**config.mk**
```make
export PLATFORM = sky130hd
export DESIGN_NAME = tpu_job_sequencer
export DESIGN_NICKNAME = d
export VERILOG_FILES = /design/src/rtl/tpu_bus_pkg.sv /design/src/rtl/tpu_seq_out_buf.sv /design/src/rtl/tpu_job_sequencer.sv
export SDC_FILE = /design/constraint.sdc
export NUM_CORES = 1
export LEC_CHECK = 0
export BUFFER_PORTS_ARGS = -buffer_cell sky130_fd_sc_hd__buf_2
export CORE_MARGIN = 5
export CORE_UTILIZATION = 50
export CTS_BUF_LIST = sky130_fd_sc_hd__clkbuf_16
export CTS_CLUSTER_SIZE = 20
export DETAILED_ROUTE_END_ITERATION = 8
export PLACE_DENSITY = 0.8
export RECOVER_POWER = 25
export SKIP_CTS_REPAIR_TIMING = 1
export SYNTH_ARGS = -nofsm -noshare
export SYNTH_HDL_FRONTEND = slang
export SYNTH_HIERARCHICAL = 1
export SYNTH_SLANG_ARGS = --single-unit
```
**constraint.sdc**
```tcl
create_clock -name clk -period 4.24 [get_ports clk]
set_clock_uncertainty 0.15 [all_clocks]
set_input_delay 0.848 -clock clk [delete_from_list [all_inputs] [get_ports clk]]
set_output_delay 0.848 -clock clk [all_outputs]
set_load 0.005 [all_outputs]
```
**src/rtl/tpu_bus_pkg.sv**
```systemverilog
// Bus map, command codes, status bits and sequencer state encoding shared by the
// TPU job sequencer and anything else that talks to the TPU bus-slave wrapper.
package tpu_bus_pkg;

  localparam logic [1:0] SPACE_CONTROL = 2'b00;
  localparam logic [1:0] SPACE_INPUT   = 2'b01;
  localparam logic [1:0] SPACE_WEIGHT  = 2'b10;
  localparam logic [1:0] SPACE_OUTPUT  = 2'b11;

  localparam logic [3:0] CMD_RESET      = 4'hF;
  localparam logic [3:0] CMD_FILL_FIFO  = 4'h1;
  localparam logic [3:0] CMD_DRAIN_FIFO = 4'h2;
  localparam logic [3:0] CMD_MULTIPLY   = 4'h3;

  localparam int STAT_FILL_DONE   = 0;
  localparam int STAT_DRAIN_DONE  = 1;
  localparam int STAT_OUTPUT_DONE = 2;

  localparam logic [3:0] ST_IDLE   = 4'd0;
  localparam logic [3:0] ST_RST    = 4'd1;
  localparam logic [3:0] ST_LD_W   = 4'd2;
  localparam logic [3:0] ST_LD_I   = 4'd3;
  localparam logic [3:0] ST_FILL   = 4'd4;
  localparam logic [3:0] ST_POLL_F = 4'd5;
  localparam logic [3:0] ST_DRAIN  = 4'd6;
  localparam logic [3:0] ST_POLL_D = 4'd7;
  localparam logic [3:0] ST_MULT   = 4'd8;
  localparam logic [3:0] ST_POLL_O = 4'd9;
  localparam logic [3:0] ST_RD_O   = 4'd10;
  localparam logic [3:0] ST_DONE   = 4'd11;
  localparam logic [3:0] ST_ERR    = 4'd12;

  // Rows live in an 8-bit space, so base + offset wraps modulo 256.
  function automatic logic [9:0] row_addr(input logic [1:0] space, input logic [7:0] base,
                                          input logic [7:0] off);
    logic [7:0] row;
    row = base + off;
    return {space, row};
  endfunction

endpackage

```
**src/rtl/tpu_seq_out_buf.sv**
```systemverilog
// One-entry result holding register: captures a completed output read and
// presents it on the dst valid/ready stream until the sink takes it.
module tpu_seq_out_buf #(
  parameter int DATA_WIDTH = 64
) (
  input  logic                  clk,
  input  logic                  reset,
  input  logic                  load,
  input  logic [DATA_WIDTH-1:0] load_data,
  input  logic                  dst_ready,
  output logic                  dst_valid,
  output logic [DATA_WIDTH-1:0] dst_data,
  output logic                  free
);

  // Free when empty or emptying this cycle, so a load never overwrites a live word.
  assign free = !dst_valid || dst_ready;

  always_ff @(posedge clk) begin
    if (!reset) begin
      dst_valid <= 1'b0;
      dst_data  <= '0;
    end else if (load) begin
      dst_valid <= 1'b1;
      dst_data  <= load_data;
    end else if (dst_ready) begin
      dst_valid <= 1'b0;
    end
  end

endmodule

```
**src/rtl/tpu_job_sequencer.sv**
```systemverilog
// Avalon-MM master that runs one full matrix-multiply job on the TPU slave:
// reset, load weights/inputs, fill, drain, multiply, poll, then stream results out.
module tpu_job_sequencer
  import tpu_bus_pkg::*;
#(
  parameter int DATA_WIDTH   = 64,
  parameter int WIDTH_HEIGHT = 16,
  parameter int POLL_LIMIT   = 1024
) (
  input  logic                    clk,
  input  logic                    reset,
  input  logic                    start,
  input  logic [7:0]              weight_base,
  input  logic [7:0]              input_base,
  input  logic [7:0]              output_base,
  input  logic [7:0]              num_rows,
  input  logic                    src_valid,
  output logic                    src_ready,
  input  logic [DATA_WIDTH-1:0]   src_data,
  output logic                    dst_valid,
  input  logic                    dst_ready,
  output logic [DATA_WIDTH-1:0]   dst_data,
  output logic [9:0]              m_address,
  output logic                    m_read,
  output logic                    m_write,
  output logic [DATA_WIDTH-1:0]   m_writedata,
  output logic [DATA_WIDTH/8-1:0] m_byteenable,
  input  logic [DATA_WIDTH-1:0]   m_readdata,
  input  logic                    m_waitrequest,
  output logic                    busy,
  output logic                    done,
  output logic                    error
);

  localparam int PW = $clog2(POLL_LIMIT + 1);

  logic [3:0]    state;
  logic [7:0]    w_base, i_base, o_base, rows;
  logic [8:0]    idx;
  logic [1:0]    gap;
  logic [PW-1:0] polls;
  logic          poll_rd, rd_hold;
  logic          in_load, out_rd, buf_free, buf_load, flag;

  always_comb begin
    in_load = 1'b0;
    if (state == ST_LD_W)      in_load = 1'b1;
    else if (state == ST_LD_I) in_load = idx < {1'b0, rows};
  end

  always_comb begin
    case (state)
      ST_POLL_F: flag = m_readdata[STAT_FILL_DONE];
      ST_POLL_D: flag = m_readdata[STAT_DRAIN_DONE];
      default:   flag = m_readdata[STAT_OUTPUT_DONE];
    endcase
  end

  assign src_ready    = in_load && (!m_write || !m_waitrequest);
  // A stalled output read stays asserted even if the sink stops draining meanwhile.
  assign out_rd       = (state == ST_RD_O) && (rd_hold || (idx < {1'b0, rows} && buf_free));
  assign m_read       = poll_rd || out_rd;
  assign buf_load     = out_rd && !m_waitrequest;
  assign m_byteenable = '1;
  assign busy         = (state != ST_IDLE) && (state != ST_DONE) && (state != ST_ERR);
  assign done         = (state == ST_DONE);

  tpu_seq_out_buf #(.DATA_WIDTH(DATA_WIDTH)) u_out_buf (
    .clk       (clk),
    .reset     (reset),
    .load      (buf_load),
    .load_data (m_readdata),
    .dst_ready (dst_ready),
    .dst_valid (dst_valid),
    .dst_data  (dst_data),
    .free      (buf_free)
  );

  always_ff @(posedge clk) begin
    if (!reset) begin
      state       <= ST_IDLE;
      w_base      <= '0;
      i_base      <= '0;
      o_base      <= '0;
      rows        <= '0;
      idx         <= '0;
      gap         <= '0;
      polls       <= '0;
      poll_rd     <= 1'b0;
      rd_hold     <= 1'b0;
      m_write     <= 1'b0;
      m_address   <= '0;
      m_writedata <= '0;
      error       <= 1'b0;
    end else begin
      case (state)
        ST_IDLE: if (start) begin
          w_base      <= weight_base;
          i_base      <= input_base;
          o_base      <= output_base;
          rows        <= (num_rows == 8'd0) ? 8'd1 : num_rows;
          error       <= 1'b0;
          m_write     <= 1'b1;
          m_address   <= '0;
          m_writedata <= DATA_WIDTH'(CMD_RESET);
          state       <= ST_RST;
        end
        // Command states: one control write, then a short idle gap.
        ST_RST, ST_FILL, ST_DRAIN, ST_MULT: begin
          if (m_write) begin
            if (!m_waitrequest) begin
              m_write <= 1'b0;
              gap     <= (state == ST_RST) ? 2'd2 : 2'd1;
            end
          end else if (gap != 2'd1) begin
            gap <= gap - 2'd1;
          end else if (state == ST_RST) begin
            idx   <= '0;
            state <= ST_LD_W;
          end else begin
            poll_rd <= 1'b1;
            polls   <= '0;
            state   <= (state == ST_FILL) ? ST_POLL_F : (state == ST_DRAIN) ? ST_POLL_D : ST_POLL_O;
          end
        end
        // Accepted source words become bus writes one cycle later.
        ST_LD_W, ST_LD_I: begin
          if (m_write && !m_waitrequest) m_write <= 1'b0;
          if (src_valid && src_ready) begin
            m_write     <= 1'b1;
            m_writedata <= src_data;
            m_address   <= (state == ST_LD_W) ? row_addr(SPACE_WEIGHT, w_base, idx[7:0])
                                              : row_addr(SPACE_INPUT, i_base, idx[7:0]);
            if (state == ST_LD_W && idx == 9'(WIDTH_HEIGHT - 1)) begin
              idx   <= '0;
              state <= ST_LD_I;
            end else begin
              idx <= idx + 9'd1;
            end
          end else if (state == ST_LD_I && !in_load && (!m_write || !m_waitrequest)) begin
            m_write     <= 1'b1;
            m_address   <= '0;
            m_writedata <= DATA_WIDTH'({w_base, CMD_FILL_FIFO});
            state       <= ST_FILL;
          end
        end
        ST_POLL_F, ST_POLL_D, ST_POLL_O: if (!m_waitrequest) begin
          polls <= polls + PW'(1);
          if (flag) begin
            poll_rd <= 1'b0;
            case (state)
              ST_POLL_F: begin
                m_write     <= 1'b1;
                m_writedata <= DATA_WIDTH'(CMD_DRAIN_FIFO);
                state       <= ST_DRAIN;
              end
              ST_POLL_D: begin
                m_write     <= 1'b1;
                m_writedata <= DATA_WIDTH'({o_base, i_base, CMD_MULTIPLY});
                state       <= ST_MULT;
              end
              default: begin
                idx       <= '0;
                m_address <= row_addr(SPACE_OUTPUT, o_base, 8'd0);
                state     <= ST_RD_O;
              end
            endcase
          end else if (polls == PW'(POLL_LIMIT - 1)) begin
            poll_rd <= 1'b0;
            state   <= ST_ERR;
          end
        end
        ST_RD_O: begin
          rd_hold <= out_rd && m_waitrequest;
          if (buf_load) begin
            idx       <= idx + 9'd1;
            m_address <= row_addr(SPACE_OUTPUT, o_base, idx[7:0] + 8'd1);
          end
          if (idx == {1'b0, rows} && buf_free) begin
            m_address <= '0;
            state     <= ST_DONE;
          end
        end
        ST_DONE: state <= ST_IDLE;
        ST_ERR: begin
          error <= 1'b1;
          state <= ST_IDLE;
        end
        default: state <= ST_IDLE;
      endcase
    end
  end

endmodule

```
Word-level counts from Yosys, hierarchy flattened
Index checks and enable logic that the tools add are counted.

Bits in registers: 201. Latch bits: 0. RAM bits: 0. Bits in read-only memories: 0. Input bits: 166. Output and inout port bits: 153. Logic and storage cells: 183. Memories kept: 0.

Add/sub/neg operators: 7. Multipliers: 0. Div/mod/pow operators: 0. $lt $le $gt $ge: 1. Eq/ne operators: 37. Shift-type cells: 0. Multiplexer cells: 76. Bitwise gates (word level): 0. Reduce and logical (&&, ||, !) cells: 46.

Operators with widths (number): 64-bit two-way mux (5); 64-bit one-hot mux with 3 select lines (1); 64-bit one-hot mux with 2 select lines (1); 10-bit two-way mux (9); 9-bit two-way mux (9); 4-bit two-way mux (13); 11-bit two-way mux (4); 10-bit one-hot mux with 4 select lines (1); 9-bit one-hot mux with 4 select lines (1); 8-bit adder (3); 2-bit != test (second input constant) (12); 11-bit one-hot mux with 2 select lines (1); 4-bit equality test (second input constant) (5); 1-bit two-way mux (20); 4-bit one-hot mux with 5 select lines (1); 6-bit AND reduction (3); 4-bit by 3-bit equality test with 1-bit output (second input constant) (4); 4-bit nonzero test (4); 1-bit logical AND (13); 3-bit != test (second input constant) (4); 4-bit != test (second input constant) (3); 11-bit by 1-bit adder with 11-bit output (second input constant) (1); 11-bit by 10-bit equality test with 1-bit output (second input constant) (1); 9-bit by 1-bit adder with 9-bit output (second input constant) (1); other kinds (29) (47).

Longest topological paths before layout
Gate-level depths: netlist of run 1.

Word-level depth: 9. Mapped depth: 13. Mapped depth without buffers: 12.

Cells and area by module
The synthesis of run 1 kept the hierarchy.

By module, submodules not included: tpu_job_sequencer (instances 1, cells each 819, area an instance 6811.5 um^2, seq. area each 2722.6 um^2); tpu_seq_out_buf (instances 1, cells each 210, area an instance 2506.2 um^2, seq. area each 1301.2 um^2).

Least setup slack after synthesis of run 1
OpenSTA, ideal clock, no wires.

Path kind: register to register. From: reg state[2]. To: reg m_address[6]. Library setup time: 0.137 ns. Arrival: 3.039 ns. Required time: 3.953 ns. Path slack: 0.914 ns. Stages on the path, launching flop included: 14. Buffers on the path: 1. Period minus slack after synthesis: 3.326 ns. Cell sequence: dfxtp_1 -> buf_2 -> nor2b_1 -> nor3b_2 -> mux2_2 -> ha_1 -> fa_1 -> a21oi_1 -> o21ai_0 -> o21a_1 -> nor2_1 -> xnor2_1 -> a222oi_1 -> a211oi_1.

Longest elaborated chain between the ends: 8. Elaborated cells between the ends (all ways): 31. Those cells by class: eq/ne (12); mux (6); reduce/logical (13).

Ends and longest elaborated chain: start: declaration (RTL line tpu_job_sequencer.sv:37) `logic [3:0] state;`; start signal: assignment (RTL line tpu_job_sequencer.sv:123) `state <= (state == ST_FILL) ? ST_POLL_F : (state == ST_DRAIN) ? ST_POLL_D : ST_POLL_O;`; 4-bit by 2-bit equality test with 1-bit output (RTL line tpu_job_sequencer.sv:48, tpu_job_sequencer.sv:96, tpu_job_sequencer.sv:140); 1-bit two-way mux (RTL line tpu_job_sequencer.sv:48) `else if (state == ST_LD_I) in_load = idx < {1'b0, rows};`; 1-bit two-way mux (RTL line tpu_job_sequencer.sv:47) `if (state == ST_LD_W) in_load = 1'b1;`; 1-bit zero test (RTL line tpu_job_sequencer.sv:140) `end else if (state == ST_LD_I && !in_load && (!m_write || !m_waitrequest)) begin`; 1-bit logical AND (2 in a row) (RTL line tpu_job_sequencer.sv:140); 3-bit != test (no source line); 7-bit AND reduction (no source line); end signal: assignment (RTL line tpu_job_sequencer.sv:132) `m_address <= (state == ST_LD_W) ? row_addr(SPACE_WEIGHT, w_base, idx[7:0])`; end signal: assignment (RTL line tpu_job_sequencer.sv:164) `m_address <= row_addr(SPACE_OUTPUT, o_base, 8'd0);`; end signal: assignment (RTL line tpu_job_sequencer.sv:177) `m_address <= row_addr(SPACE_OUTPUT, o_base, idx[7:0] + 8'd1);`; end: declaration (RTL line tpu_job_sequencer.sv:23) `output logic [9:0] m_address,`.

Parallel ways exist; a longest one is shown, timed or not. A chain may end at the register's enable or synchronous reset.

Worst setup path in the final report of run 1
From: reg idx[6]. To: out src_ready.

Longest elaborated chain between the ends: 4.

Ends and longest elaborated chain: start: declaration (RTL line tpu_job_sequencer.sv:39) `logic [8:0] idx;`; start signal: assignment (RTL line tpu_job_sequencer.sv:138) `idx <= idx + 9'd1;`; start signal: assignment (RTL line tpu_job_sequencer.sv:176) `idx <= idx + 9'd1;`; 9-bit by 8-bit < comparator with 1-bit output (RTL line tpu_job_sequencer.sv:48); 1-bit two-way mux (RTL line tpu_job_sequencer.sv:48); 1-bit two-way mux (RTL line tpu_job_sequencer.sv:47); 1-bit logical AND (RTL line tpu_job_sequencer.sv:59) `assign src_ready = in_load && (!m_write || !m_waitrequest);`; end: declaration (RTL line tpu_job_sequencer.sv:18) `output logic src_ready,`.

No other way between the ends.

==> results of run 1 <==
==> cell families after synthesis <==
group,after synthesis,synth area share
buffers and inverters,102,0.0587
AOI/OAI and AO/OA,219,0.168
other,1,0.000402
xor gates and xnor gates,21,0.0197
and+or+nand+nor,381,0.199
DFF,201,0.432
muxes,77,0.0839
adders and majority gates,27,0.0379
==> metrics by stage <==
stage	cell area [sq um]	instances
3_5_place_dp	10900	1515
5_1_grt	11500	1555
3_3_place_gp	10900	1515
2_1_floorplan	9340	1036
4_1_cts	11600	1555
6_report	11500	1555
==> critical path: cells and delay by family (launching register included) <==
family                     cells  cell delay (ps)
adders and majority gates      1              330
AOI/OAI and AO/OA              3              790
buffers and inverters          1              190
DFF                            1              540
and+or+nand+nor                1              320
==> cell usage in the layout (no fill, tap or decap), types with 4 or more instances in the layout <==
master and instances:
dfxtp_1 201, nand4_1 14, a31oi_1 11, nand2_1 103, buf_4 15, a211oi_1 12, nand3_1 14, o21ai_0 15
xor2_1 10, and3_1 6, nor4_1 4, clkbuf_1 53, inv_1 23, nor2_1 107, o211ai_1 4, ha_1 25
or4_1 4, a222oi_1 11, a311oi_1 5, or2_2 4, xnor2_1 11, clkinv_2 7, a221oi_1 11, buf_2 257
o21a_1 4, nor3_1 20, and2_1 6, or3_1 5, a21oi_1 60, mux2_2 9, mux2i_1 68, conb_1 8
nand2b_1 6, clkinv_1 4, nor2b_1 73, o2bb2ai_1 8, a22oi_1 45, clkbuf_16 23
==> area by class of cell <==
class	count	area [sq um]
multi-input cells	733	4790
clock buffers	23	576
fillers	1640	7030
repair buffers	326	1620
flip-flops and latches	201	4020
well taps	234	293
inverters	21	80.1
clock inverters	17	106
==> per-layer routing <==
layer | global-route usage | part of all wire | vias up
met5 | 0 | 0.00025 | -
met1 | 0.298 | 0.41 | 3982
met3 | 0.0580 | 0.084 | 72
met4 | 0.0964 | 0.040 | 2
li1 | - | - | 4191
met2 | 0.400 | 0.47 | 420
==> power by group through the flow <==
stage	clock network, mW	registers, mW	logic, mW
2_1_floorplan	0	2.28	1.43
3_3_place_gp	0	2.34	1.96
3_5_place_dp	0	2.35	1.97
4_1_cts	1.84	2.31	1.99
5_1_grt	1.93	2.34	2.18
6_report	1.80	2.32	1.98
==> worst min path at each step <==
stage | endpoint | slack (ps) | depth (start not counted)
final | rows[7]$_SDFFE_PN0P_ | 300 | 2
after global routing | rows[2]$_SDFFE_PN0P_ | 320 | 2
after CTS | rows[1]$_SDFFE_PN0P_ | 310 | 2
after detailed placement | rows[1]$_SDFFE_PN0P_ | 300 | 2
after global placement | rows[7]$_SDFFE_PN0P_ | 290 | 2
after floorplan | rows[1]$_SDFFE_PN0P_ | 290 | 2
==> flip-flops by register name, summed over array words and instances, names as in the netlist, 2 cells and up <==
name                cells
gap                     2
i_base                  8
idx                     9
m_address              10
m_writedata            64
o_base                  8
polls                  11
rows                    8
state                   4
u_out_buf/dst_data     64
w_base                  8
==> qor.yml, run 1 <==
max_slew.worst_pin.slew_ps: 1070
fp.coreArea_sq_mm: 0.0185
grt_first_pass_wirelength_mm: 42.8
floorplan.die.height_um: 147
dr_total_vias: 8667
timing.hold.worst.start: "rows[7]$_SDFFE_PN0P_"
routed_wire_length_per_instance_um: 17.7
comb_power_share: 0.325
die_area_sq_mm: 0.0215
final.min_clock_period_ps: 3670
pin_count: 319
postRouteWirelength_mm: 27.6
final_net_count: 1498
maxClockFrequency_mhz: 273
pin_count_of_the_biggest_net_entering_global_routing: 71
pwr_density_cell_mw_per_mm2: 531
globalRouteOverflowTotal: 0
clock_power_share: 0.295
timing.critical_path.to_type: "output pin"
cts_made_buffers: 22
hold_viol: 0
worst_setup_sp_type: "flop"
finalCoreUtilization: 0.620
grt_util_all_layers: 0.239
cts.reportedPaths.clkPinSlew_ps: 60
setup.worst_path.start: "idx[6]$_SDFFE_PN0P_"
synth_async_sr_flop_share: 0
grt_pass1_vias: 8189
critical_path_fanouts_max: 9
swShare: 0.359
die_w_um: 147
drt_first_pass_iters: 7
antenna_found_initial: 1
share_seq_of_total_power: 0.380
peakVddDrop_uv: 346
synth.area.top_cells: "dfxtp_1 (43%), mux2i_1 (7.3%), nor2b_1 (4.9%)"
worstSkewPairLatency_ps: 500
floorplan.rows: 50
detailedRoute.firstIterationViolations: 546
timing.critical_path.slowest_cell_delay_ps: 540
ys_flop_type: "dfxtp_1"
class_of_the_most_critical_hold_timing_path: "flop to flop"
crit_end: "src_ready"
gp_congestion: 0.926
worstPathCellList: "ha_1, a21o_1, a211oi_2, o21ai_0, nor3_1, buf_2"
fin_hold_ws_ps: 304
rsz_0062_raised_after_global_routing: "false"
syn-cell-area_sq_mm: 0.00932
yosysWarningCount: 6
timing_worst_setup_path_type: "flop to output pin"
cp_slowest_cell: "dfxtp_1"
dpl.hpwl_mm: 20.1
synthTopCellsByCount: "dfxtp_1 (201), nor2_1 (108), nand2_1 (103)"
cp_data_arrival_time_ps: 2670
cts.root.buffer_cell: "clkbuf_16"
synth.most_common_cell: "dfxtp_1"
ant_nets: 0
synthDistinctLibCells: 70
relative_area_change_from_synthesis_to_final_layout_pct: 23.3
synth_seq_area_share: 0.432
drv_cap: 0
crit-reg2reg-capture: "m_writedata[1]$_SDFFE_PN0P_"
r2r-start: "state[0]$_SDFFE_PN0P_"
finalCritPeriodShare: 0.865
max_slew_margin: 0.284
worst_slack_ps: 573
num_clock_sinks: 201
cts_tree: "built"
finalSetupViolCount: 0
net-switching-power_mw: 2.19
floorplan.initialDensity: 0.503
synth_seq_cells: 201
fin_total_pwr_mw: 6.10
drive_gt1_frac: 0.255
minimum_setup_slack_after_placement_ps: 787
leakage_nw: 4.70
timing_max_transition_violations_final: 0
vias_per_cell: 5.57
drt_drc_violations_left: 0
outcome: "finished, final reports clean"
worstRegToRegCells: 7
data_required_critical_path_ps: 3240
cellInternalPower_mw: 3.91
synth_area_leader_cell: "dfxtp_1"
post-synth-top-area-fraction: 0.432
diodes: 0
final_sum_of_negative_setup_slack_ps: 0
postSynthAreaPerCell_sq_um: 9.06
ff2ff_setup_slack_ps: 750
syn_inst: 1029
count_of_buffers_inserted_at_the_top_level_ports: 310
ctsLongestPathBuffers: 3
synth_edf_count: 0
cts_htree_levels: 1
Power figures use the tool's default switching activity.
==> run 2, diff against run 1 <==
--- a/config.mk
+++ b/config.mk
@@ -6,6 +6,7 @@
 export NUM_CORES = 1
 export LEC_CHECK = 0
 export BUFFER_PORTS_ARGS = -buffer_cell sky130_fd_sc_hd__buf_2
+export CORE_ASPECT_RATIO = 1.2
 export CORE_MARGIN = 5
 export CORE_UTILIZATION = 50
 export CTS_BUF_LIST = sky130_fd_sc_hd__clkbuf_16
@@ -16,5 +17,4 @@
 export SKIP_CTS_REPAIR_TIMING = 1
 export SYNTH_ARGS = -nofsm -noshare
 export SYNTH_HDL_FRONTEND = slang
-export SYNTH_HIERARCHICAL = 1
 export SYNTH_SLANG_ARGS = --single-unit
==> run 2 against run 1 <==
- the run now ends with capacitance limit, slew limit left
- global-route usage rose by 1.3 points
- sequential share of layout area up 0.38 points
- worst setup slack gained 80 ps
- sequential power decreased by 6%
- critical path depth up 2
- area after synthesis is 3.0% lower
- power shrank 4.3%
- final area fell by 1.1%
- synthesized cell count up 4.5%
- clock power is 4% higher
- cell count grew 2.1%
- critical endpoint is now m_writedata[5]$_SDFFE_PN0P_
- largest power group unchanged
==> qor.yml, run 2 <==
crit-reg2reg-capture: "m_writedata[5]$_SDFFE_PN0P_"  # was m_writedata[1]$_SDFFE_PN0P_
vias_per_cell: 5.62  # was 5.57
postRouteWirelength_mm: 28.0  # was 27.6 mm
routed_wire_length_per_instance_um: 17.6  # was 17.7 um
timing.hold.worst.start: "u_out_buf.dst_data[32]$_SDFFE_PN0P_"  # was rows[7]$_SDFFE_PN0P_
class_of_the_most_critical_hold_timing_path: "flop to flop"  # unchanged
failed_checks: "capacitance limit, slew limit"
max_slew_margin: -0.0468  # was 0.284
hold_end: "u_out_buf.dst_data[32]$_SDFFE_PN0P_"  # was rows[7]$_SDFFE_PN0P_
floorplan.die.height_um: 157  # was 147 um
synth.area.top_cells: "dfxtp_1 (45%), nand2_1 (9.0%), a21oi_1 (6.7%)"  # was dfxtp_1 (43%), mux2i_1 (7.3%), nor2b_1 (4.9%)
global_route.usage.met2: 0.423  # was 0.400
peakVddDrop_uv: 370  # was 346 uV
drive_gt1_frac: 0.268  # was 0.255
max_slew.worst_pin.slew_ps: 1570  # was 1070 ps
pwr_density_cell_mw_per_mm2: 514  # was 531 mW/mm^2
gp_congestion: 0.897  # was 0.926
drt_first_pass_iters: 5  # was 7
worstRegToRegCells: 8  # was 7
finalCoreUtilization: 0.644  # was 0.620
synth_seq_area_share: 0.445  # was 0.432
synth_edf_count: 0  # unchanged
met1_demand_to_capacity_share_in_global_routing: 0.315  # was 0.298
final_sum_of_negative_setup_slack_ps: 0  # unchanged
synthDistinctLibCells: 72  # was 70
ff2ff_setup_slack_ps: 650  # was 750 ps
synth_area_leader_cell: "dfxtp_1"  # unchanged
maxClockFrequency_mhz: 279  # was 273 MHz
antenna_found_initial: 0  # was 1
globalRouteOverflowTotal: 0  # unchanged
worstSkewPairLatency_ps: 500  # about the same
synth_async_sr_flop_share: 0  # unchanged
swShare: 0.353  # was 0.359
cts.root.buffer_cell: "clkbuf_16"  # unchanged
grt_first_pass_wirelength_mm: 43.7  # was 42.8 mm
timing_worst_setup_path_type: "flop to flop"  # was flop to output pin
ant_nets: 0  # unchanged
worst_setup_sp_type: "flop"  # unchanged
detailedRoute.firstIterationViolations: 596  # was 546
dpl.hpwl_mm: 20.0  # was 20.1 mm
post-synth-top-area-fraction: 0.445  # was 0.432
count_of_buffers_inserted_at_the_top_level_ports: 310  # unchanged
critical_path_fanouts_max: 16  # was 9
synth.most_common_cell: "nand2_1"  # was dfxtp_1
dr_total_vias: 8930  # was 8667
grt_util_all_layers: 0.253  # was 0.239
pin_count: 319  # unchanged
ys_flop_type: "dfxtp_1"  # unchanged
clock_power_share: 0.320  # was 0.295
fp.coreArea_sq_mm: 0.0176  # was 0.0185 sq mm
fillerInstances: 1484  # was 1640
outcome: "complete, but fails checks"  # was finished, final reports clean
cts_htree_levels: 1  # unchanged
hold_depth: 2  # unchanged
synthTopCellsByCount: "nand2_1 (217), dfxtp_1 (201), a21oi_1 (121)"  # was dfxtp_1 (201), nor2_1 (108), nand2_1 (103)
die_area_sq_mm: 0.0209  # was 0.0215 sq mm
met3_usage: 0.0508  # was 0.0580
grt_busiest_layer: "met2"  # unchanged
net-switching-power_mw: 2.06  # was 2.19 mW
syn-cell-area_sq_mm: 0.00904  # was 0.00932 sq mm
share_seq_of_total_power: 0.374  # was 0.380
timing.critical_path.to_type: "flop"  # was output pin
yosysWarningCount: 0  # was 6
floorplan.rows: 53  # was 50
die_w_um: 133  # was 147 um
postSynthAreaPerCell_sq_um: 8.41  # was 9.06 sq um
rsz_0062_raised_after_global_routing: "false"  # unchanged
floorplan.initialDensity: 0.512  # was 0.503
num_clock_sinks: 201  # unchanged
ctsLongestPathBuffers: 3  # unchanged
hold_viol: 0  # unchanged
cp_data_arrival_time_ps: 3790  # was 2670 ps
drv_cap: 1  # was 0
cellInternalPower_mw: 3.78  # was 3.91 mW
finalSetupViolCount: 0  # unchanged
final.min_clock_period_ps: 3590  # was 3670 ps
cts_tree: "built"  # unchanged
layout_commonest_cell: "buf_2"  # unchanged
top_regs: "m_writedata: 64 flops, u_out_buf.dst_data: 64 flops, polls: 11 flops"  # was m_writedata: 64 flops, u_out_buf/dst_data: 64 flops, polls: 11 flops
final_net_count: 1545  # was 1498
cts_made_buffers: 21  # was 22
synth_seq_cells: 201  # unchanged
pin_count_of_the_biggest_net_entering_global_routing: 83  # was 71
finalCritPeriodShare: 0.846  # was 0.865
grt_pass1_vias: 8751  # was 8189
syn_inst: 1075  # was 1029
data_required_critical_path_ps: 4440  # was 3240 ps
comb_power_share: 0.305  # was 0.325
relative_area_change_from_synthesis_to_final_layout_pct: 25.7  # was 23.3%
most_frequent_cells_in_the_layout: "buf_2 (273), nand2_1 (217), dfxtp_1 (201), a21oi_1 (121), nor2_1 (89)"  # was buf_2 (257), dfxtp_1 (201), nor2_1 (107), nand2_1 (103), nor2b_1 (73)
leakage_nw: 4.70  # about the same
drt_drc_violations_left: 0  # unchanged
r2r-start: "idx[7]$_SDFFE_PN0P_"  # was state[0]$_SDFFE_PN0P_
cts.reportedPaths.clkPinSlew_ps: 70  # was 60 ps
timing_max_transition_violations_final: 34  # was 0
==> run 2: cell types whose count changed after synthesis, moves of 17 or more <==
cell,delta
nand2_1,+114
mux2i_1,-64
a21oi_1,+61
nor2_1,-17
clkbuf_1,+24
nor2b_1,-63
==> run 2: through the flow <==
stage,instance area [sq um],power [mW],hold WS (ps),std cells,worst slack [ps]
after floorplan,9060,3.44,283,1082,614
after global placement,10700,3.95,289,1549,716
after detailed placement,10700,3.98,292,1549,666
after CTS,11400,5.86,302,1587,689
after global routing,11400,6.15,319,1587,486
final,11400,5.84,301,1588,652
==> run 2: cells by family (layout without fill, tap and decap cells) <==
logic type / Yosys count / after routing / share of synthesized area
buffers and inverters: 100 / 385 / 0.0466
AND/OR/NAND/NOR: 405 / 405 / 0.195
AO/OA/AOI/OAI: 295 / 295 / 0.224
XOR/XNOR: 27 / 27 / 0.0262
multiplexers: 19 / 19 / 0.0231
other: 1 / 9 / 0.000415
adder cells (fa/ha/maj): 27 / 27 / 0.0390
flip-flops: 201 / 201 / 0.445
==> run 2: worst max path at each step <==
stage	startpoint	to	slack, ps	depth (start not counted)
2_1_floorplan	state[1]$_SDFFE_PN0P_	m_address[6]$_SDFFE_PN0P_	610	13
3_3_place_gp	m_waitrequest	m_writedata[5]$_SDFFE_PN0P_	720	7
3_5_place_dp	m_waitrequest	m_writedata[11]$_SDFFE_PN0P_	670	7
4_1_cts	idx[7]$_SDFFE_PN0P_	m_writedata[5]$_SDFFE_PN0P_	690	8
5_1_grt	state[2]$_SDFFE_PN0P_	m_address[6]$_SDFFE_PN0P_	490	11
6_report	idx[7]$_SDFFE_PN0P_	m_writedata[5]$_SDFFE_PN0P_	650	8
==> run 2: final cells by class <==
| type | count | area, sq um | share of cell area |
|---|---|---|---|
| clock inverter | 17 | 175 | 0.0154 |
| sequential | 201 | 4020 | 0.354 |
| clock buffer | 21 | 526 | 0.0462 |
| antenna | 1 | 2.50 | 0.000220 |
| tap | 220 | 275 | 0.0242 |
| multi-input combinational | 781 | 4640 | 0.408 |
| inverter | 21 | 81.3 | 0.00716 |
| timing repair buffer | 326 | 1650 | 0.145 |
==> run 2: routing by layer <==
| metal | vias to the layer above | routed length (um) |
|---|---|---|
| met3 | 85 | 2190 |
| met4 | 0 | 1190 |
| met2 | 417 | 13300 |
| met1 | 4111 | 11200 |
| met5 | - | 0 |
| li1 | 4317 | - |
==> run 2: worst max-delay path, cell delays in order (launching register included) <==
cell and delay, ps:
dfxtp_1 400, ha_1 400, nand4b_4 150, a211o_1 320, a21oi_4 220, a21oi_2 130
or4_2 750, and2_0 620, o2bb2ai_1 300
==> run 2: power by group through the flow <==
stage / clock [mW] / sequential [mW] / combinational, mW
floorplan: 0 / 2.17 / 1.27
global placement: 0 / 2.21 / 1.73
detailed placement: 0 / 2.22 / 1.75
CTS: 1.91 / 2.18 / 1.77
global route: 1.98 / 2.21 / 1.96
finish: 1.87 / 2.19 / 1.78
==> run 3, diff against run 2 <==
--- a/config.mk
+++ b/config.mk
@@ -5,14 +5,15 @@
 export SDC_FILE = /design/constraint.sdc
 export NUM_CORES = 1
 export LEC_CHECK = 0
+export ABC_AREA = 1
 export BUFFER_PORTS_ARGS = -buffer_cell sky130_fd_sc_hd__buf_2
 export CORE_ASPECT_RATIO = 1.2
 export CORE_MARGIN = 5
-export CORE_UTILIZATION = 50
+export CORE_UTILIZATION = 46
 export CTS_BUF_LIST = sky130_fd_sc_hd__clkbuf_16
 export CTS_CLUSTER_SIZE = 20
 export DETAILED_ROUTE_END_ITERATION = 8
-export PLACE_DENSITY = 0.8
+export PLACE_DENSITY = 0.77
 export RECOVER_POWER = 25
 export SKIP_CTS_REPAIR_TIMING = 1
 export SYNTH_ARGS = -nofsm -noshare
==> constraint.sdc (replaced) <==
create_clock -name clk -period 2.9 [get_ports clk]
set_clock_uncertainty 0.15 [all_clocks]
set_input_delay 0.58 -clock clk [delete_from_list [all_inputs] [get_ports clk]]
set_output_delay 0.58 -clock clk [all_outputs]
set_load 0.005 [all_outputs]
==> run 3 against run 2 <==
- the run ends with setup timing left
- die area rose by 15%
- power rose by 59%
- global-route usage fell by 0.18 points
- largest power group is now combinational cells
==> qor.yml, run 3 <==
outcome: "complete, but fails checks"  # unchanged
failed_checks: "setup timing"  # was capacitance limit, slew limit
share_seq_of_total_power: 0.348  # was 0.374
routed_wire_length_per_instance_um: 16.8  # was 17.6 um
fin_total_pwr_mw: 9.29  # was 5.84 mW
post-synth-top-area-fraction: 0.418  # was 0.445
cp_data_arrival_time_ps: 2210  # was 3790 ps
most_frequent_cells_in_the_layout: "nand2_1 (364), buf_2 (260), a21oi_1 (210), dfxtp_1 (198), nand3_1 (149)"  # was buf_2 (273), nand2_1 (217), dfxtp_1 (201), a21oi_1 (121), nor2_1 (89)
synth.area.top_cells: "dfxtp_1 (42%), nand2_1 (14%), a21oi_1 (11%)"  # was dfxtp_1 (45%), nand2_1 (9.0%), a21oi_1 (6.7%)
fin_hold_ws_ps: 179  # was 301 ps
finalSetupViolCount: 1  # was 0
pwr_density_cell_mw_per_mm2: 757  # was 514 mW/mm^2
met1_demand_to_capacity_share_in_global_routing: 0.314  # was 0.315
die_w_um: 142  # was 133 um
global_route.usage.met2: 0.434  # was 0.423
placed_area_sq_mm: 0.0114  # was 0.0107 sq mm
synth_seq_area_share: 0.418  # was 0.445
drt_first_pass_iters: 6  # was 5
synth.most_common_cell: "nand2_1"  # unchanged
grt_util_all_layers: 0.251  # was 0.253
pin_count: 319  # unchanged
worst_slack_ps: -36.6  # was 652 ps
max_slew_margin: 0.522  # was -0.0468
timing.hold.worst.start: "src_data[32]"  # was u_out_buf.dst_data[32]$_SDFFE_PN0P_
cts_tree: "built"  # unchanged
syn-cell-area_sq_mm: 0.00963  # was 0.00904 sq mm
cp_top_family: "simple AND/OR/NAND/NOR gates"  # unchanged
timing_worst_setup_path_type: "flop to output pin"  # was flop to flop
synth_async_sr_flop_share: 0  # unchanged
count_of_buffers_inserted_at_the_top_level_ports: 310  # unchanged
worstRegToRegCells: 13  # was 8
leakage_nw: 5.36  # was 4.70 nW
critical_path_fanouts_max: 3  # was 16
peakVddDrop_uv: 551  # was 370 uV
worstSkewPairLatency_ps: 500  # about the same
floorplan.rows: 58  # was 53
ys_flop_type: "dfxtp_1"  # unchanged
synth_seq_cells: 201  # unchanged
dpl.hpwl_mm: 23.6  # was 20.0 mm
cts.root.buffer_cell: "clkbuf_16"  # unchanged
grt_pass1_vias: 9266  # was 8751
synthTopCellsByCount: "nand2_1 (370), a21oi_1 (211), dfxtp_1 (201)"  # was nand2_1 (217), dfxtp_1 (201), a21oi_1 (121)
rsz_0062_raised_after_global_routing: "true"  # was false
postRouteWirelength_mm: 32.2  # was 28.0 mm
floorplan.die.height_um: 169  # was 157 um
comb_power_share: 0.360  # was 0.305
timing_max_transition_violations_final: 0  # was 34
r2r-start: "idx[6]$_SDFFE_PN0P_"  # was idx[7]$_SDFFE_PN0P_
cts_htree_levels: 1  # unchanged
die_area_sq_mm: 0.0239  # was 0.0209 sq mm
met3_usage: 0.0390  # was 0.0508
worstPathCellList: "inv_1, ha_4, nand2_1, inv_2, nand2_1, nand2_1, nand2_2, nand4_1, nand2_2, nand2_2, inv_2, or2_2, buf_6"  # was ha_1, nand4b_4, a211o_1, a21oi_4, a21oi_2, or4_2, and2_0, o2bb2ai_1
cts.reportedPaths.clkPinSlew_ps: 60  # was 70 ps
final_net_count: 1829  # was 1545
hold_depth: 3  # was 2
minimum_setup_slack_after_placement_ps: 79.0  # was 666 ps
fillerInstances: 1953  # was 1484
gp_congestion: 1.04  # was 0.897
cts_made_buffers: 22  # was 21
ctsLongestPathBuffers: 3  # unchanged
timing.critical_path.to_type: "output pin"  # was flop
ff2ff_setup_slack_ps: 170  # was 650 ps
antenna_found_initial: 1  # was 0
postSynthAreaPerCell_sq_um: 7.21  # was 8.41 sq um
relative_area_change_from_synthesis_to_final_layout_pct: 27.4  # was 25.7%
vias_per_cell: 5.31  # was 5.62
hold_viol: 0  # unchanged
cellInternalPower_mw: 5.73  # was 3.78 mW
swShare: 0.383  # was 0.353
globalRouteOverflowTotal: 0  # unchanged
fp.coreArea_sq_mm: 0.0208  # was 0.0176 sq mm
dr_total_vias: 10200  # was 8930
final.min_clock_period_ps: 2940
timing.critical_path.slowest_cell_delay_ps: 300  # was 750 ps
yosysWarningCount: 0  # unchanged
synthDistinctLibCells: 51  # was 72
layout.area.seq_sq_mm: 0.00403  # was 0.00402 sq mm
area_of_the_multi_input_gates_sq_mm: 0.00497  # was 0.00464 sq mm
worst_setup_sp_type: "flop"  # unchanged
syn_inst: 1336  # was 1075
synth_area_leader_cell: "dfxtp_1"  # unchanged
critical_path_buf_inv_count: 4  # was 0
crit-reg2reg-capture: "m_address[0]$_SDFFE_PN0P_"  # was m_writedata[5]$_SDFFE_PN0P_
clock_power_share: 0.292  # was 0.320
finalCritPeriodShare: 1.01
synth_edf_count: 0  # unchanged
data_required_critical_path_ps: 2170  # was 4440 ps
max_slew.worst_pin.slew_ps: 717  # was 1570 ps
cp_slowest_cell: "dfxtp_1"  # was or4_2
layout_commonest_cell: "nand2_1"  # was buf_2
hold_end: "m_writedata[32]$_SDFFE_PN0P_"  # was u_out_buf.dst_data[32]$_SDFFE_PN0P_
net-switching-power_mw: 3.56  # was 2.06 mW
top_regs: "m_writedata: 64 flops, u_out_buf.dst_data: 64 flops, polls: 11 flops"  # unchanged
grt_first_pass_wirelength_mm: 49.4  # was 43.7 mm
drt_drc_violations_left: 0  # unchanged
grt_busiest_layer: "met2"  # unchanged
drive_gt1_frac: 0.245  # was 0.268
pin_count_of_the_biggest_net_entering_global_routing: 66  # was 83
drv_cap: 0  # was 1
maxClockFrequency_mhz: 341
class_of_the_most_critical_hold_timing_path: "input port to flop"  # was flop to flop
detailedRoute.firstIterationViolations: 903  # was 596
floorplan.initialDensity: 0.463  # was 0.512
ant_nets: 0  # unchanged
num_clock_sinks: 201  # unchanged
stdcell_area_sq_mm: 0.0123  # was 0.0114 sq mm
## run 3: worst max path at each step
| stage | slack [ps] | cells past startpoint | end | startpoint |
|---|---|---|---|---|
| floorplan | 360 | 17 | m_address[7]$_SDFFE_PN0P_ | state[1]$_SDFFE_PN0P_ |
| global placement | 90 | 16 | m_address[7]$_SDFFE_PN0P_ | state[1]$_SDFFE_PN0P_ |
| detailed placement | 80 | 16 | m_address[7]$_SDFFE_PN0P_ | state[1]$_SDFFE_PN0P_ |
| CTS | -280 | 10 | m_read | idx[7]$_SDFFE_PN0P_ |
| global route | -150 | 13 | m_read | rows[4]$_SDFFE_PN0P_ |
| finish | -40 | 13 | m_read | rows[4]$_SDFFE_PN0P_ |
## run 3: per-layer routing
metal  wire, um  up-vias  share of wire
met5          0        -              0
met1      12400     4604           0.39
met3       2620       97          0.081
met4       1410        0          0.044
met2      15700      482           0.49
li1           -     5028              -
## run 3: power by group through the flow
| stage | registers (mW) | logic (mW) | clock network [mW] |
|---|---|---|---|
| 6_report | 3.24 | 3.34 | 2.71 |
| 5_1_grt | 3.26 | 3.67 | 2.89 |
| 4_1_cts | 3.23 | 3.09 | 2.77 |
| 3_5_place_dp | 3.29 | 3.07 | 0 |
| 3_3_place_gp | 3.28 | 3.06 | 0 |
| 2_1_floorplan | 3.24 | 2.19 | 0 |
## run 3: per-stage QoR
step	cells	util	setup TNS [ps]
after CTS	1910	0.583	-386
final	1922	0.589	-36.6
after global placement	1871	0.550	0
after floorplan	1343	-	0
after detailed placement	1871	0.550	0
after global routing	1922	0.589	-212
## run 3: worst register-to-register path, cell delays in order, from the launching register on
cell and delay (ps):
dfxtp_1 410, ha_4 240, nand2_1 60, nand2_1 50
a21oi_1 210, nand4_1 150, nand2_2 120, buf_4 120
buf_4 100, nand3_2 90, a21oi_2 380, nand2_1 310
nand2_1 140, a21oi_1 70
## run 3: area by class of cell
type	count	area share
clock inverter	16	0.00989
antenna	1	0.000204
multi-input combinational	965	0.405
sequential	201	0.328
timing repair buffer	354	0.153
clock buffer	23	0.0469
inverter	92	0.0288
tap	270	0.0275
## run 3: kinds of logic (layout without fill, tap and decap cells)
family	count (synthesis)	after routing	share of synthesized area
simple gates	640	640	0.305
compound gates	276	276	0.149
other cells	1	9	0.000389
flops	201	201	0.418
fa+ha+maj	27	27	0.0366
buf+inv	177	485	0.0788
xor+xnor	14	14	0.0127
